**src/rtl/dmem_arbiter_if.sv**
```systemverilog
// Bus bundle between the two requesters, the dmem_arbiter and the single-port data memory.
// slave = arbiter side, master = requester/memory side.
interface dmem_arbiter_if #(
  parameter int unsigned ADDR_WIDTH = 16,
  parameter int unsigned DATA_WIDTH = 32
);
  logic                  req0_valid;
  logic                  req0_we;
  logic [ADDR_WIDTH-1:0] req0_addr;
  logic [DATA_WIDTH-1:0] req0_wdata;
  logic                  req0_ready;
  logic                  req0_rvalid;
  logic [DATA_WIDTH-1:0] req0_rdata;

  logic                  req1_valid;
  logic                  req1_we;
  logic [ADDR_WIDTH-1:0] req1_addr;
  logic [DATA_WIDTH-1:0] req1_wdata;
  logic                  req1_ready;
  logic                  req1_rvalid;
  logic [DATA_WIDTH-1:0] req1_rdata;

  logic                  mem_en;
  logic                  mem_we;
  logic [ADDR_WIDTH-1:0] mem_addr;
  logic [DATA_WIDTH-1:0] mem_wdata;
  logic [DATA_WIDTH-1:0] mem_rdata;

  modport slave (
    input  req0_valid, req0_we, req0_addr, req0_wdata,
    output req0_ready, req0_rvalid, req0_rdata,
    input  req1_valid, req1_we, req1_addr, req1_wdata,
    output req1_ready, req1_rvalid, req1_rdata,
    output mem_en, mem_we, mem_addr, mem_wdata,
    input  mem_rdata
  );

  modport master (
    output req0_valid, req0_we, req0_addr, req0_wdata,
    input  req0_ready, req0_rvalid, req0_rdata,
    output req1_valid, req1_we, req1_addr, req1_wdata,
    input  req1_ready, req1_rvalid, req1_rdata,
    input  mem_en, mem_we, mem_addr, mem_wdata,
    output mem_rdata
  );
endinterface

```
**src/rtl/dmem_arbiter.sv**
```systemverilog
// Round-robin arbiter/sequencer for the single-port data memory (CPU port 0, loader port 1).
// Define DMEM_ARB_STATS_EN to add saturating grant/conflict counters.
module dmem_arbiter #(
  parameter int unsigned ADDR_WIDTH = 16,
  parameter int unsigned DATA_WIDTH = 32
) (
  input  logic              clk,
  input  logic              reset,
  dmem_arbiter_if.slave     bus
`ifdef DMEM_ARB_STATS_EN
  ,
  output logic [15:0]       gnt_cnt0,
  output logic [15:0]       gnt_cnt1,
  output logic [15:0]       conflict_cnt
`endif
);

  typedef enum logic [1:0] {
    IDLE  = 2'd0,
    ISSUE = 2'd1,
    RESP  = 2'd2
  } state_t;

  state_t                state;
  logic                  last_grant;
  logic                  owner;
  logic                  grant_sel;
  logic                  accept;
  logic                  both_valid;
  logic                  sel_we;
  logic [ADDR_WIDTH-1:0] sel_addr;
  logic [DATA_WIDTH-1:0] sel_wdata;

  // On a tie the port that did not win last time is chosen.
  always_comb begin
    both_valid     = bus.req0_valid & bus.req1_valid;
    grant_sel      = bus.req1_valid & (~bus.req0_valid | ~last_grant);
    accept         = (state == IDLE) & (bus.req0_valid | bus.req1_valid);
    bus.req0_ready = accept & ~grant_sel;
    bus.req1_ready = accept & grant_sel;
    sel_we         = grant_sel ? bus.req1_we    : bus.req0_we;
    sel_addr       = grant_sel ? bus.req1_addr  : bus.req0_addr;
    sel_wdata      = grant_sel ? bus.req1_wdata : bus.req0_wdata;
  end

  // Memory lines are loaded at the accept edge so they are valid throughout ISSUE;
  // mem_addr/mem_wdata double as the latched request fields.
  always_ff @(posedge clk) begin
    if (reset) begin
      state           <= IDLE;
      last_grant      <= 1'b1;
      owner           <= 1'b0;
      bus.mem_en      <= 1'b0;
      bus.mem_we      <= 1'b0;
      bus.mem_addr    <= '0;
      bus.mem_wdata   <= '0;
      bus.req0_rvalid <= 1'b0;
      bus.req1_rvalid <= 1'b0;
      bus.req0_rdata  <= '0;
      bus.req1_rdata  <= '0;
    end else begin
      bus.req0_rvalid <= 1'b0;
      bus.req1_rvalid <= 1'b0;
      case (state)
        IDLE: begin
          if (accept) begin
            owner         <= grant_sel;
            last_grant    <= grant_sel;
            bus.mem_en    <= 1'b1;
            bus.mem_we    <= sel_we;
            bus.mem_addr  <= sel_addr;
            bus.mem_wdata <= sel_wdata;
            state         <= ISSUE;
          end
        end
        ISSUE: begin
          bus.mem_en <= 1'b0;
          bus.mem_we <= 1'b0;
          state      <= bus.mem_we ? IDLE : RESP;
        end
        RESP: begin
          if (owner) begin
            bus.req1_rdata  <= bus.mem_rdata;
            bus.req1_rvalid <= 1'b1;
          end else begin
            bus.req0_rdata  <= bus.mem_rdata;
            bus.req0_rvalid <= 1'b1;
          end
          state <= IDLE;
        end
        default: state <= IDLE;
      endcase
    end
  end

`ifdef DMEM_ARB_STATS_EN
  always_ff @(posedge clk) begin
    if (reset) begin
      gnt_cnt0     <= '0;
      gnt_cnt1     <= '0;
      conflict_cnt <= '0;
    end else if (accept) begin
      if (!grant_sel && gnt_cnt0 != '1) gnt_cnt0 <= gnt_cnt0 + 16'd1;
      if (grant_sel && gnt_cnt1 != '1)  gnt_cnt1 <= gnt_cnt1 + 16'd1;
      if (both_valid && conflict_cnt != '1) conflict_cnt <= conflict_cnt + 16'd1;
    end
  end
`else
  logic unused_both_valid;
  always_comb unused_both_valid = both_valid;
`endif

endmodule
```
**src/flat_wrapper.sv**
```systemverilog
// flat-port wrapper written by rule: the top's interface ports become plain ports
module dmem_arbiter_flat 
#(
  parameter int unsigned ADDR_WIDTH = 16,
  parameter int unsigned DATA_WIDTH = 32
)
  (clk, reset, bus_req0_valid, bus_req0_we, bus_req0_addr, bus_req0_wdata, bus_req0_ready, bus_req0_rvalid, bus_req0_rdata, bus_req1_valid, bus_req1_we, bus_req1_addr, bus_req1_wdata, bus_req1_ready, bus_req1_rvalid, bus_req1_rdata, bus_mem_en, bus_mem_we, bus_mem_addr, bus_mem_wdata, bus_mem_rdata);
  dmem_arbiter_if #(.ADDR_WIDTH(ADDR_WIDTH), .DATA_WIDTH(DATA_WIDTH)) bus_i ();
  input  logic clk;
  input  logic reset;
  input wire logic [$bits(bus_i.req0_valid)-1:0] bus_req0_valid;
  input wire logic [$bits(bus_i.req0_we)-1:0] bus_req0_we;
  input wire logic [$bits(bus_i.req0_addr)-1:0] bus_req0_addr;
  input wire logic [$bits(bus_i.req0_wdata)-1:0] bus_req0_wdata;
  output wire logic [$bits(bus_i.req0_ready)-1:0] bus_req0_ready;
  output wire logic [$bits(bus_i.req0_rvalid)-1:0] bus_req0_rvalid;
  output wire logic [$bits(bus_i.req0_rdata)-1:0] bus_req0_rdata;
  input wire logic [$bits(bus_i.req1_valid)-1:0] bus_req1_valid;
  input wire logic [$bits(bus_i.req1_we)-1:0] bus_req1_we;
  input wire logic [$bits(bus_i.req1_addr)-1:0] bus_req1_addr;
  input wire logic [$bits(bus_i.req1_wdata)-1:0] bus_req1_wdata;
  output wire logic [$bits(bus_i.req1_ready)-1:0] bus_req1_ready;
  output wire logic [$bits(bus_i.req1_rvalid)-1:0] bus_req1_rvalid;
  output wire logic [$bits(bus_i.req1_rdata)-1:0] bus_req1_rdata;
  output wire logic [$bits(bus_i.mem_en)-1:0] bus_mem_en;
  output wire logic [$bits(bus_i.mem_we)-1:0] bus_mem_we;
  output wire logic [$bits(bus_i.mem_addr)-1:0] bus_mem_addr;
  output wire logic [$bits(bus_i.mem_wdata)-1:0] bus_mem_wdata;
  input wire logic [$bits(bus_i.mem_rdata)-1:0] bus_mem_rdata;
  assign bus_i.req0_valid = bus_req0_valid;
  assign bus_i.req0_we = bus_req0_we;
  assign bus_i.req0_addr = bus_req0_addr;
  assign bus_i.req0_wdata = bus_req0_wdata;
  assign bus_req0_ready = bus_i.req0_ready;
  assign bus_req0_rvalid = bus_i.req0_rvalid;
  assign bus_req0_rdata = bus_i.req0_rdata;
  assign bus_i.req1_valid = bus_req1_valid;
  assign bus_i.req1_we = bus_req1_we;
  assign bus_i.req1_addr = bus_req1_addr;
  assign bus_i.req1_wdata = bus_req1_wdata;
  assign bus_req1_ready = bus_i.req1_ready;
  assign bus_req1_rvalid = bus_i.req1_rvalid;
  assign bus_req1_rdata = bus_i.req1_rdata;
  assign bus_mem_en = bus_i.mem_en;
  assign bus_mem_we = bus_i.mem_we;
  assign bus_mem_addr = bus_i.mem_addr;
  assign bus_mem_wdata = bus_i.mem_wdata;
  assign bus_i.mem_rdata = bus_mem_rdata;
  dmem_arbiter #(.ADDR_WIDTH(ADDR_WIDTH), .DATA_WIDTH(DATA_WIDTH)) u_core (.clk(clk), .reset(reset), .bus(bus_i));
endmodule
```
**config.mk**
```make
export PLATFORM = sky130hd
export DESIGN_NAME = dmem_arbiter_flat
export DESIGN_NICKNAME = d
export VERILOG_FILES = /design/src/rtl/dmem_arbiter_if.sv /design/src/rtl/dmem_arbiter.sv /design/src/flat_wrapper.sv
export SDC_FILE = /design/constraint.sdc
export NUM_CORES = 1
export LEC_CHECK = 0
export ABC_AREA = 0
export CAP_MARGIN = 5
export CORE_UTILIZATION = 42
export DETAILED_ROUTE_END_ITERATION = 8
export HOLD_SLACK_MARGIN = 0.02
export PLACE_DENSITY = 0.88
export SLEW_MARGIN = 20
export SYNTH_ARGS = -nofsm -noshare
export SYNTH_HDL_FRONTEND = slang
export SYNTH_SLANG_ARGS = --single-unit
```
**constraint.sdc**
```tcl
create_clock -name clk -period 2.6 [get_ports clk]
set_input_delay 0.78 -clock clk [delete_from_list [all_inputs] [get_ports clk]]
set_output_delay 0.78 -clock clk [all_outputs]
set_load 0.01 [all_outputs]
```
==> out/results.ini, run 1 <==
[place]
hpwl_um=10840
dp_cells=940
portBuffers=251
place_congestion=0.8005

[floorplanning]
io-pin-count=252
fp.dieW_um=107.9
die-height_um=107.9
fp.coreArea_um2=10890
num_rows=38
die-area_um2=11650
start_util_pct=43.29

[route]
drc=0
ant_nets=0
post_drt_wl_per_cell_um=16.29
drt_pass1_iterations=5
viasPerCell=5.412
drt_iter0_drc=395
dr_total_vias=5260
routed_wl_um=15830

[clocking]
cts_tree=yes
cts_root_buffer=clkbuf_8
ctsHoldBuffers=0
clk-insertion-delay-late_ns=0.51
cts.sinks=120
cts_buffers=17
cts_buffer_depth=2
htreeDepth=4
cts.reportedPaths.clkPinSlew_ns=0.06
cts_resized=10
postCtsSetupBuffers=0

[global_route]
grt_pass1_wl_um=24570
grt_pass1_vias=5063
grt_usage_pct=26.87
grt_overflow=0
grt_antenna_before_repair=0
grt_max_degree=121

[critical_path]
crit_arrival_ns=1.64
cp.required_ns=1.82
crit_path_end_kind=primary output
cp_max_fo=4
startpoint_type=input port
critPathKind=in -> out

[min_path]
hp-class=reg -> reg

[yosys]
async_reset_ff_share_pct=0
synth_warnings=0
synthCells=591
ys_seq_elements=120
synth-edff-count=0
synth_top_flop_cell=dfxtp_1
synth_top_area_cell=dfxtp_1
ys_types=27
syn_area_um2=4713
post_synth.cell_area_avg_um2=7.975
synthesis.nets=725
yosysSeqAreaShare_pct=50.97
synth_top_cells_by_area=dfxtp_1 (51%), nand2_1 (10%), nand3_1 (10%), a21oi_1 (7.0%), a31oi_1 (6.4%)
synth_top_area_share_pct=50.97

[outcome]
status=finished clean

[final_layout]
num_antenna_cells=0
seq_area_um2=2405
drive_above_1_share_pct=7.692
multi_input_area_um2=2046
final_core_util_pct=72.90
fin_cells=972
nets=953
nFillCells=792
area_growth_pct=68.41

[sta]
max_slew_margin_pct=48.49
final-max-slew-violation-count=0
fmax_ghz=0.4131
setup_viol=0
tightest_slew_ns=0.7727
period_needed_ns=2.421
clock_skew_ns=0.01287
hold_viol_final=0
min_period_over_period_pct=93.10
grt_setup_unrepaired=false
holdWs_ns=0.4528
tns_ns=0

[flow_run]
maxCapViolations=0

[pwr]
max-vdd-ir-drop_mv=0.4569
leakage_nw=2.736
power_w=0.005343
p_per_area_nw_per_um2=673.1

layout make-up:
cell class | instances | area share (%)
clock buffer | 19 | 5.564
clock inverter | 13 | 2.427
inverter | 1 | 0.04729
multi-input combinational | 411 | 25.77
sequential | 120 | 30.30
tap | 140 | 2.207
timing repair buffer | 268 | 33.69
cell usage in the layout, fill, tap and decap left out, types with 3 or more instances in the layout:
master,instances
a21oi_1,66
a31oi_1,48
buf_12,3
buf_4,15
bufinv_16,4
clkbuf_16,16
clkbuf_8,3
clkdlybuf4s50_1,246
clkinv_4,4
dfxtp_1,118
nand2_1,130
nand3_1,96
nor2_1,4
o21ai_1,49
logic make-up (layout without fill, tap and decap cells):
| group | count (synthesis) | count (layout) | share of synthesized area [%] |
|---|---|---|---|
| multiplexers | 1 | 1 | 0.2124 |
| buffers and inverters | 60 | 301 | 6.477 |
| AO/OA/AOI/OAI | 168 | 168 | 19.56 |
| flip-flops | 120 | 120 | 50.97 |
| AND/OR/NAND/NOR | 242 | 242 | 22.78 |
state kept, by name (all words and copies together), names as in the netlist:
name	cells
u_core.bus.mem_wdata	32
u_core.bus.req0_rdata	32
u_core.bus.req1_rdata	32
u_core.bus.mem_addr	16
u_core.state	2
u_core.bus.mem_en	1
u_core.bus.mem_we	1
u_core.bus.req0_rvalid	1
u_core.bus.req1_rvalid	1
u_core.last_grant	1
u_core.owner	1
metrics by stage:
stage          setup slack [ns]  cell area [um^2]
2_1_floorplan            0.3672              4713
3_5_place_dp            -0.4475              7297
3_3_place_gp            -0.4272              7297
4_1_cts                  0.1784              7938
5_1_grt                  0.1313              7938
6_report                 0.1794              7938
metal layers:
layer  GRT usage [%]  part of all wire (%)  vias up
met5               0                     0        -
met4           10.76                   1.9        0
met3           9.403                   9.7       30
met2           46.34                    50      279
met1           30.26                    39     2426
li1                -                     -     2525
final timing paths:
path                                                start                         to  slack (ns)  cells after the start
worst max-delay path                       bus_req0_valid             bus_req1_ready        0.18                      5
worst min register to register  u_core.bus.req0_rdata[31]  u_core.bus.req0_rdata[31]        0.45                      2
worst min-delay path            u_core.bus.req0_rdata[31]  u_core.bus.req0_rdata[31]        0.45                      2
worst max register to register            u_core.state[0]    u_core.bus.mem_addr[12]        0.90                      4
critical path, cell delays in order:
cell             delay (ns)
clkdlybuf4s15_1        0.25
a21boi_4               0.18
nand2_1                0.10
inv_2                  0.07
dlygate4sd2_1          0.26
power breakdown:
group	total (W)	leakage (nW)	internal, W	switching, W
logic	0.000878	1.45	0.000468	0.000410
clock network	0.00246	0.305	0.00162	0.000845
registers	0.00200	0.979	0.00194	0.0000610
total	0.00534	2.74	0.00403	0.00132
cell usage after synthesis (2+ instances only):
| library cell | count |
|---|---|
| a21oi_1 | 66 |
| a31oi_1 | 48 |
| buf_2 | 25 |
| buf_6 | 6 |
| clkbuf_1 | 27 |
| dfxtp_1 | 120 |
| nand2_1 | 130 |
| nand2b_1 | 2 |
| nand3_1 | 96 |
| nor2_1 | 5 |
| nor3b_2 | 2 |
| o21ai_1 | 49 |
Power figures use the tool's default switching activity.
==> run 2: changes to the inputs <==
==> constraint.sdc (replaced) <==
create_clock -name clk -period 2.6 [get_ports clk]
set_input_delay 0.26 -clock clk [delete_from_list [all_inputs] [get_ports clk]]
set_output_delay 0.26 -clock clk [all_outputs]
set_load 0.01 [all_outputs]
==> out/results.ini, run 2 (same netlist as run 1, synthesis figures left out) <==
[final_layout]
nFillCells=810
num_antenna_cells=0
drive_above_1_share_pct=6.514
layout_commonest_cell=clkdlybuf4s50_1
area_growth_pct=66.26
seq_area_um2=2402
largestRegisters=u_core.bus.mem_wdata: 32 flops, u_core.bus.req0_rdata: 32 flops, u_core.bus.req1_rdata: 32 flops
final_cell_mix=clkdlybuf4s50_1 (250), nand2_1 (130), dfxtp_1 (120), nand3_1 (96), a21oi_1 (66)
final_core_util_pct=71.97
nets=950
multi_input_area_um2=2041

[critical_path]
crit_family=buffers and inverters
slowest_delay_ns=0.56
cp.required_ns=2.34
cp_max_fo=8
reg2regPathDepth=4
crit_path_end_kind=primary output
crit_buf_inv=1
r2r-end=u_core.bus.mem_addr[8]
reg2reg_slack_ns=0.76
worst_path_max_delay_cell=clkdlybuf4s50_1
critPathKind=reg -> out
startpoint_type=flip-flop
r2r-start=u_core.state[0]
crit_arrival_ns=1.89
path_cells=nor2_4, and3_1, clkdlybuf4s50_1

[sta]
fmax_ghz=0.4644
tightest_slew_ns=0.7471
tns_ns=0
clock_skew_ns=0.008307
hold_viol_final=0
period_needed_ns=2.153
max_slew_margin_pct=50.19
final-max-slew-violation-count=0
fin_ws_ns=0.4466
min_period_over_period_pct=82.82
grt_setup_unrepaired=false
setup_viol=0

[clocking]
postCtsSetupBuffers=0
htreeDepth=4
cts_root_buffer=clkbuf_8
cts.reportedPaths.clkPinSlew_ns=0.06
ctsHoldBuffers=0
cts_resized=0
cts_buffers=17
cts.sinks=120
cts_tree=yes
clk-insertion-delay-late_ns=0.49
cts_buffer_depth=2

[outcome]
status=finished clean

[route]
drt_iter0_drc=518
routed_wl_um=16270
dr_total_vias=5329
post_drt_wl_per_cell_um=16.79
drt_pass1_iterations=6
ant_nets=0
drc=0
viasPerCell=5.499

[floorplanning]
num_rows=38
start_util_pct=43.29
die-height_um=107.9
fp.coreArea_um2=10890
fp.dieW_um=107.9
io-pin-count=252
die-area_um2=11650

[pwr]
leakage_nw=2.687
p_per_area_nw_per_um2=661.5
power_w=0.005184
max-vdd-ir-drop_mv=0.3862

[flow_run]
maxCapViolations=0

[place]
dp_slack_ns=0.5399
portBuffers=251
place_congestion=0.7935
hpwl_um=11240

[global_route]
grt_max_degree=71
grt_pass1_vias=5222
grt_pass1_wl_um=25030
grt_usage_pct=27.46
grt_antenna_before_repair=0
grt_overflow=0

[min_path]
hold_path_depth=2
min-delay-start=reset
hp-class=in -> reg
worstHoldEndpoint=u_core.state[0]

-- run 2: metal layers --
layer	track usage (%)	share of wire, %
met5	0	0
met4	11.84	2.7
met3	10.37	10
met2	47.99	50
met1	29.60	37
-- run 2: worst register-to-register path, stage by stage (launching register included) --
cell     delay, ns
dfxtp_1       0.59
or2_2         0.57
buf_4         0.32
o21ai_1       0.11
a31oi_1       0.17
-- run 2: where the power goes --
| group | switching, W | internal (W) |
|---|---|---|
| Combinational | 0.000410 | 0.000460 |
| Clock | 0.000821 | 0.00149 |
| Sequential | 0.0000639 | 0.00194 |
| Total | 0.00129 | 0.00389 |
-- run 2: stage by stage --
stage | cells | cell area (um^2) | hold WS, ns
floorplan | 591 | 4713 | 0.3960
CTS | 969 | 7836 | 0.2157
finish | 969 | 7836 | 0.2554
global route | 969 | 7836 | 0.2371
detailed placement | 937 | 7249 | 0.4464
global placement | 937 | 7249 | 0.4404
-- run 2: worst max path at each step --
| stage | end | depth (start not counted) | start | slack [ns] |
|---|---|---|---|---|
| detailed placement | u_core.bus.mem_we | 5 | bus_req1_valid | 0.54 |
| finish | bus_req0_ready | 3 | u_core.state[0] | 0.45 |
| floorplan | bus_req0_ready | 4 | u_core.state[1] | 1.25 |
| CTS | bus_req0_ready | 3 | u_core.state[0] | 0.43 |
| global placement | u_core.bus.mem_we | 5 | bus_req1_valid | 0.61 |
| global route | bus_req0_ready | 3 | u_core.state[0] | 0.38 |
-- run 2: final cells by class --
cell class | instances | area share, %
clock buffer | 21 | 5.604
clock inverter | 11 | 1.884
inverter | 1 | 0.04790
multi-input combinational | 411 | 26.04
sequential | 120 | 30.66
tap | 140 | 2.235
timing repair buffer | 265 | 33.53
